File: src/rtl/ex_muldiv_pkg.sv
// Shared encodings and constants for the iterative RV32M multiply/divide unit.
package ex_muldiv_pkg;

    localparam logic [2:0] OP_MUL    = 3'b000;
    localparam logic [2:0] OP_MULH   = 3'b001;
    localparam logic [2:0] OP_MULHSU = 3'b010;
    localparam logic [2:0] OP_MULHU  = 3'b011;
    localparam logic [2:0] OP_DIV    = 3'b100;
    localparam logic [2:0] OP_DIVU   = 3'b101;
    localparam logic [2:0] OP_REM    = 3'b110;
    localparam logic [2:0] OP_REMU   = 3'b111;

    typedef enum logic [1:0] {
        StIdle = 2'b00,
        StCalc = 2'b01,
        StDone = 2'b10
    } state_e;

    localparam int unsigned ITER_CNT = 32;

    localparam logic [31:0] DIV0_Q = 32'hFFFF_FFFF;
    localparam logic [31:0] OVF_Q  = 32'h8000_0000;

endpackage

File: src/rtl/ex_muldiv.sv
// Iterative RV32M multiply/divide: one radix-2 step per cycle on a shared 64-bit accumulator,
// stalling the pipeline via busy and returning a registered result with a one-cycle done pulse.
module ex_muldiv
    import ex_muldiv_pkg::*;
#(
    parameter int unsigned XLEN         = 32,
    parameter bit          FAST_SPECIAL = 1'b1
) (
    input  logic            clk,
    input  logic            rst,
    input  logic            start,
    input  logic [2:0]      op,
    input  logic [XLEN-1:0] rs1_data,
    input  logic [XLEN-1:0] rs2_data,
    input  logic            flush,
    output logic            busy,
    output logic            done,
    output logic [XLEN-1:0] result
);

    localparam int unsigned CntW = $clog2(ITER_CNT);

    state_e              state_q, state_d;
    logic [CntW-1:0]     count_q, count_d;
    logic [2*XLEN-1:0]   acc_q, acc_d, acc_step;
    logic [XLEN-1:0]     b_q, b_d;
    logic [2:0]          op_q, op_d;
    logic                neg_q, neg_d;
    logic [XLEN-1:0]     result_q, result_d;

    logic                accept, is_div, sgn_a, sgn_b, a_neg, b_neg;
    logic                div0, ovf, special, neg_in;
    logic [XLEN-1:0]     abs_a, abs_b, special_res;

    logic [2*XLEN:0]     shifted;
    logic [XLEN:0]       top, sum;
    logic [XLEN-1:0]     diff;
    logic [2*XLEN-1:0]   prod;
    logic [XLEN-1:0]     quot, rem, final_res;

    // Issue-time operand decode: magnitudes, sign correction flag and special cases.
    always_comb begin
        accept = (state_q == StIdle) & start & ~flush;
        is_div = op[2];
        sgn_a  = (op == OP_MULH) | (op == OP_MULHSU) | (op == OP_DIV) | (op == OP_REM);
        sgn_b  = (op == OP_MULH) | (op == OP_DIV) | (op == OP_REM);
        a_neg  = sgn_a & rs1_data[XLEN-1];
        b_neg  = sgn_b & rs2_data[XLEN-1];
        abs_a  = a_neg ? -rs1_data : rs1_data;
        abs_b  = b_neg ? -rs2_data : rs2_data;
        div0   = is_div & (rs2_data == '0);
        ovf    = is_div & ~op[0] & (rs1_data == OVF_Q) & (rs2_data == '1);
        special = FAST_SPECIAL & (div0 | ovf);
        if (div0) begin
            special_res = op[1] ? rs1_data : DIV0_Q;
        end else begin
            special_res = op[1] ? '0 : OVF_Q;
        end
        // A zero divisor must leave the all-ones quotient uncorrected.
        if (!is_div) begin
            neg_in = a_neg ^ b_neg;
        end else if (!op[1]) begin
            neg_in = (a_neg ^ b_neg) & ~div0;
        end else begin
            neg_in = a_neg;
        end
    end

    // One iteration step: shift-add multiply or restoring shift-subtract divide.
    always_comb begin
        shifted  = {acc_q, 1'b0};
        top      = shifted[2*XLEN:XLEN];
        diff     = top[XLEN-1:0] - b_q;
        sum      = {1'b0, acc_q[2*XLEN-1:XLEN]} + (acc_q[0] ? {1'b0, b_q} : '0);
        acc_step = acc_q;
        if (op_q[2]) begin
            if (top >= {1'b0, b_q}) begin
                acc_step = {diff, shifted[XLEN-1:1], 1'b1};
            end else begin
                acc_step = shifted[2*XLEN-1:0];
            end
        end else begin
            acc_step = {sum, acc_q[XLEN-1:1]};
        end
    end

    // Sign correction and word selection on the final accumulator value.
    always_comb begin
        prod = neg_q ? -acc_step : acc_step;
        quot = neg_q ? -acc_step[XLEN-1:0] : acc_step[XLEN-1:0];
        rem  = neg_q ? -acc_step[2*XLEN-1:XLEN] : acc_step[2*XLEN-1:XLEN];
        unique case (op_q)
            OP_MUL:                       final_res = prod[XLEN-1:0];
            OP_MULH, OP_MULHSU, OP_MULHU: final_res = prod[2*XLEN-1:XLEN];
            OP_DIV, OP_DIVU:              final_res = quot;
            default:                      final_res = rem;
        endcase
    end

    always_comb begin
        state_d  = state_q;
        count_d  = count_q;
        acc_d    = acc_q;
        b_d      = b_q;
        op_d     = op_q;
        neg_d    = neg_q;
        result_d = result_q;
        unique case (state_q)
            StIdle: begin
                if (accept) begin
                    op_d    = op;
                    b_d     = abs_b;
                    acc_d   = {{XLEN{1'b0}}, abs_a};
                    neg_d   = neg_in;
                    count_d = '0;
                    if (special) begin
                        state_d  = StDone;
                        result_d = special_res;
                    end else begin
                        state_d  = StCalc;
                    end
                end
            end
            StCalc: begin
                if (flush) begin
                    state_d = StIdle;
                end else begin
                    acc_d   = acc_step;
                    count_d = count_q + 1'b1;
                    if (count_q == CntW'(ITER_CNT - 1)) begin
                        state_d  = StDone;
                        result_d = final_res;
                    end
                end
            end
            StDone:  state_d = StIdle;
            default: state_d = StIdle;
        endcase
    end

    always_ff @(posedge clk or posedge rst) begin
        if (rst) begin
            state_q  <= StIdle;
            count_q  <= '0;
            acc_q    <= '0;
            b_q      <= '0;
            op_q     <= '0;
            neg_q    <= 1'b0;
            result_q <= '0;
        end else begin
            state_q  <= state_d;
            count_q  <= count_d;
            acc_q    <= acc_d;
            b_q      <= b_d;
            op_q     <= op_d;
            neg_q    <= neg_d;
            result_q <= result_d;
        end
    end

    // busy is combinational so the issuing instruction is held from its first EX cycle.
    assign busy   = ~rst & ((state_q == StCalc) | accept);
    assign done   = (state_q == StDone) & ~flush;
    assign result = result_q;

endmodule

File: config.mk
export PLATFORM = sky130hd
export DESIGN_NAME = ex_muldiv
export DESIGN_NICKNAME = d
export VERILOG_FILES = /design/src/rtl/ex_muldiv_pkg.sv /design/src/rtl/ex_muldiv.sv
export SDC_FILE = /design/constraint.sdc
export NUM_CORES = 1
export LEC_CHECK = 0
export ABC_AREA = 1
export CAP_MARGIN = 20
export CORE_ASPECT_RATIO = 1.5
export CORE_MARGIN = 3
export CORE_UTILIZATION = 50
export CTS_BUF_LIST = sky130_fd_sc_hd__clkbuf_4 sky130_fd_sc_hd__clkbuf_8
export DETAILED_ROUTE_END_ITERATION = 8
export PLACE_DENSITY = 0.69
export SYNTH_ARGS = -nofsm -noshare
export SYNTH_HDL_FRONTEND = slang
export SYNTH_SLANG_ARGS = --single-unit
File: constraint.sdc
create_clock -name clk -period 6.4 [get_ports clk]
set_input_delay 1.28 -clock clk [delete_from_list [all_inputs] [get_ports clk]]
set_output_delay 1.28 -clock clk [all_outputs]
set_load 0.05 [all_outputs]
; ---- Word-level counts from Yosys, hierarchy flattened
; Cells that the tools add are included.
[op_classes]
n_addsub = 8
order_cmp = 1
eq_ne = 19
mux = 30
bitwise_logic = 23
n_reduce_logical = 10
[ops]
columns = op, count
row1 = $mux W32, 12
row2 = $mux W64, 5
row3 = $neg A32 Y32, 4
row4 = $pmux W64 S2, 1
row5 = $pmux W32 S3, 1
row6 = $eq A32 B32 Y1 const B, 2
row7 = $neg A64 Y64, 1
row8 = $pmux W32 S2, 1
row9 = $add A32 B32 Y33, 1
row10 = $ge A33 B32 Y1, 1
row11 = $logic_not A32 Y1, 1
row12 = $sub A32 B32 Y32, 1
row13 = $eq A3 B3 Y1 const B, 4
row14 = $and A1 B1 Y1, 11
row15 = $mux W5, 2
row16 = $pmux W5 S2, 1
row17 = $eq A3 B2 Y1 const B, 3
row18 = $mux W2, 4
row19 = $ne A2 B2 Y1 const B, 4
row20 = $or A1 B1 Y1, 7
row21 = $eq A3 B1 Y1 const B, 2
row22 = $add A5 B1 Y5 const B, 1
row23 = $eq A5 B5 Y1 const B, 1
row24 = $reduce_and A5 Y1, 1
row25 = other kinds (14), 19
[word_totals]
ff_bits = 139
inputBits = 71
output_inout_bits = 34
word_cells = 98

; ---- Depth between registers and ports, before layout
[depth]
ltp_word = 9
mapped_depth = 32
ltp_nobuf = 32

; ---- Worst setup path after synthesis
; Ideal clock, no wire load.
[synth_timing]
path_type = input to output
from = in flush
to = out busy
t_arrival_ns = 2.494
t_required_ns = 5.120
slack_ns = 2.626
stages = 4
path_buffers = 1
path_cell_list = inv_1 -> nand3_1 -> clkbuf_1 -> a21oi_1
[synth_via]
elab_chain_cells = 4
[synth_lines]
columns = item, line_no
row1 = from (decl), ex_muldiv.sv:15  ; input logic flush,
row2 = $not A1 Y1, ex_muldiv.sv:43  ; accept = (state_q == StIdle) & start & ~flush;
row3 = $and A1 B1 Y1, ex_muldiv.sv:43
row4 = $or A1 B1 Y1, ex_muldiv.sv:162  ; assign busy = ~rst & ((state_q == StCalc) | accept);
row5 = $and A1 B1 Y1, ex_muldiv.sv:162
row6 = to (decl), ex_muldiv.sv:16  ; output logic busy,
; Every way passes these cells.

; ---- Worst setup path in the final report
[layout_timing]
from = reg b_q[26]
to = reg result_q[4] (netlist: result[4])
[layout_via]
elab_chain_cells = 9
word_cells_on_any_way = 13
cone_classes = 3 x add/sub / 1 x order compare / 9 x mux
[layout_lines]
columns = item, line_no
row1 = from (decl), ex_muldiv.sv:26  ; logic [XLEN-1:0] b_q, b_d;
row2 = from (signal assigned), ex_muldiv.sv:146  ; b_q <= '0;
row3 = from (signal assigned), ex_muldiv.sv:154  ; b_q <= b_d;
row4 = $ge A33 B32 Y1 (*), ex_muldiv.sv:77  ; if (top >= {1'b0, b_q}) begin
row5 = $mux W64 (*), ex_muldiv.sv:77
row6 = $mux W64 (*), ex_muldiv.sv:76  ; if (op_q[2]) begin
row7 = "$neg A64 Y64, or another cell as far along", ex_muldiv.sv:89  ; prod = neg_q ? -acc_step : acc_step;
row8 = "$mux W64, or another cell as far along", ex_muldiv.sv:89
row9 = $pmux W32 S3 (*), ex_muldiv.sv:92  ; unique case (op_q)
row10 = $mux W32 (*), ex_muldiv.sv:130  ; if (count_q == CntW'(ITER_CNT - 1)) begin
row11 = $mux W32 (*), ex_muldiv.sv:125  ; if (flush) begin
row12 = $pmux W32 S2 (*), ex_muldiv.sv:108  ; unique case (state_q)
row13 = to (signal assigned), ex_muldiv.sv:157  ; result_q <= result_d;
row14 = to (decl), ex_muldiv.sv:29  ; logic [XLEN-1:0] result_q, result_d;
; Every way passes the cells marked *; elsewhere a longest branch is shown, timed or not. The select of a mux whose other input is x is not followed.
; A chain may end at the register's enable or synchronous reset.

==> impl_results.md <==
- Slowest CP cell: dfrtp_1
- Nets: around 3100
- Top Family by Delay on Critical Path: simple AND/OR/NAND/NOR gates
- Die width: 155 um
- DR WL/cell: 22.8 um
- Mapped Cells: 2909
- Top area cells in the synthesized netlist: dfrtp_1 (21%), nand2_1 (19%), inv_1 (9.7%)
- Cts repair resizes: 0
- Clock Sinks: approximately 140
- CTS tree: yes
- Worst path most repeated cell: nand2_1
- Setup TNS: 0 ns
- Post-Synth XOR/XNOR Area: 4.35%
- Synth Area per Inst: 5.74 sq um
- Antenna violations before repair: 3
- Crit start category: register
- Main combinational cell family by area after synthesis: simple AND/OR/NAND/NOR gates
- Cell taking the most area after synthesis: dfrtp_1
- Post-synth ARST share: 100%
- Met2 wire len: 37000 um
- CP max stage delay: 0.56 ns
- Final setup fails: 0
- Worst min-delay path class: register to register
- R2r setup slk: 1.12 ns
- 1st-iter DRT viols: 1761
- Largest net degree at the start of global routing: 99
- Slew HR: 20.0%
- Status: finished, final reports clean
- Reg clk slew, reported paths: 0.09 ns
- Crit Path Class: register to register
- Fmax: 190 MHz
- Unrepaired setup endpoints after global routing: false
- Netlist Area Pre-Place: 0.0167 sq mm
- IO Port Bufs: 104
- Die ar.: 0.0357 sq mm
- Cts bufs inserted: 17
- Post-route ant nets: 0
- Gr usage total: a little over two fifths
- Top-count cell post-synth: nand2_1
- Register area share after synthesis: a little over a fifth
- Final Hold Vio Count: 0
- Die height: approximately 230 um
- Synthesis Warnings: 0
- WP buf/inv: 4
- Vias in the first global route: 19399
- Via count: 20088
- Mux cell area share after synthesis: 0.0599%
- GR Overflow Total: 0
- Register bit total from synthesis: roughly 140
- Max_cap viols: 0
- Met3 Wirelength: 5620 um
- Period utilization: ~80%
- Slew @ Worst Pin: about 1.2 ns
- CTS Root Cell: clkbuf_8
- Clk_skew: between 0.015 and 0.02 ns
- Max Root-Sink Buffers: 2
- DP HPWL: a little over 60000 um
- Synth-to-Final Area Change: 10.6%
- Via density: 5.93
- Post-Syn Nets: 3053
- Number of synthesized flops with an enable pin: 0
- Core Region: between 0.03 and 0.04 sq mm
- Area after DPL: about 0.018 sq mm
- Htree depth: 4
- Adder-Cell Fraction of Synth Area: 5.56%
- Share of layout cells above drive strength 1: between 5 and 6%
- Clock Latency Late Sink: 0.51 ns
- Post-layout instance area: roughly 0.018 sq mm
- I/O pins: 105
- Most instantiated cells after synthesis: nand2_1 (833), inv_1 (430), nor2_1 (303)
- WP data arrival: roughly 5.7 ns
- GPL Wtd Cong: 1.10
- Compound-cell area share of the yosys netlist: 16.2%
- Pre-antenna DRT Iters: 8
- Wl on met1: 24700 um
- Critical path fanouts, max: 25
- Setup bufs post-CTS: 0
- # rows: 81
- Simple-Gate Fraction of Synth Area: 40.2%
- DRC Markers: 0
- Starting Density: 50.9%
- Slew Limit Fails: 0
- Final Critical Period: 5.28 ns
- Post-synth top area share: 20.8%
- Hold buffers post-CTS: 0
- Post-layout util: between 50% and 60%
- Uppermost routed layer: met4
- Distinct cells, synth: 53
- Req. time, crit path: between 6 and 7 ns
- Crit end category: register
- Total Wirelength: 77100 um
- First-pass GRT wire length: 115000 um
- Most used DFF post-synth: dfrtp_1
==> kinds of logic after synthesis <==
| logic type | after synthesis |
|---|---|
| AND/OR/NAND/NOR | 1553 |
| adder cells (fa/ha/maj) | 73 |
| AO/OA/AOI/OAI | 507 |
| multiplexers | 1 |
| flip-flops | 139 |
| XOR/XNOR | 83 |
| buffers and inverters | 553 |
==> path summary, 6_finish.rpt <==
check                                 from  depth (start not counted)          to
worst min-delay path            result[27]                          2  result[27]
worst max register to register     b_q[26]                         25   result[4]
min in group asynchronous              rst                          2   acc_q[24]
worst max-delay path               b_q[26]                         25   result[4]
worst min register to register  result[27]                          2  result[27]
max in group asynchronous              rst                          3  state_q[1]
==> layout by cell type, fill, tap and decap left out, types with 5 or more instances in the layout <==
cell             netlist  layout
or2_2                  8       8
nand3_1              228     227
inv_2                 25      25
clkbuf_8               0      17
nor4_1                13      13
inv_1                430     429
nor3_1                31      31
o21ai_1               32      32
o22ai_1                6       6
clkdlybuf4s50_1        0     104
clkinv_1               6       6
nor2_1               303     301
a31oi_1               13      13
xor2_1                73      73
nand3_2               13      14
o21ai_2                8       8
o211ai_1               7       7
nand4_1               62      62
dfrtp_1              139     137
o21ai_0              227     227
nand3b_1               5       5
o21bai_1               5       5
and2_1                 5       5
ha_1                  71      71
nor3_2                 9       9
nor2_4                 5       6
o21a_1                 5       5
xnor2_1               10      10
o221ai_1               6       6
nand2_2               12      12
nor2_2                17      18
buf_4                  6      17
nand2_1              833     833
a21oi_1              183     183
==> worst min-delay path: cells and delay by family, from the launching register on <==
family / cells / cell delay [ns]
DFF: 1 / 0.36
and+or+nand+nor: 2 / 0.10
==> area by class of cell <==
class                      instances  area [sq um]
multi-input combinational       2217         11100
clock inverter                    12           188
inverter                         461          1740
fill                            3482         14300
clock buffer                      19           249
sequential                       139          3480
antenna                            3          7.51
timing repair buffer             123          1200
tap                              415           519
==> sequential cells by signal, summed over array words and instances, names as in the netlist <==
name / count
count_q: 5
acc_q: 64
neg_q: 1
op_q: 3
b_q: 32
state_q: 2
result: 32
==> through the flow <==
step	hold WS, ns	std cells	worst slack [ns]
finish	0.492	3389	1.12
global route	0.528	3386	0.868
CTS	0.498	3384	1.30
detailed placement	0.474	3353	0.990
global placement	0.472	3353	1.09
floorplan	0.454	2909	1.40
==> metal layers <==
metal  track usage [%]  vias up
met1              42.5     9106
met3              7.63      412
met5                 0        -
met4              41.9        0
li1                  -     9453
met2              72.9     1117
Power is not shown: default switching activity piles up to over one toggle a cycle in this logic, so the estimate is an artifact.
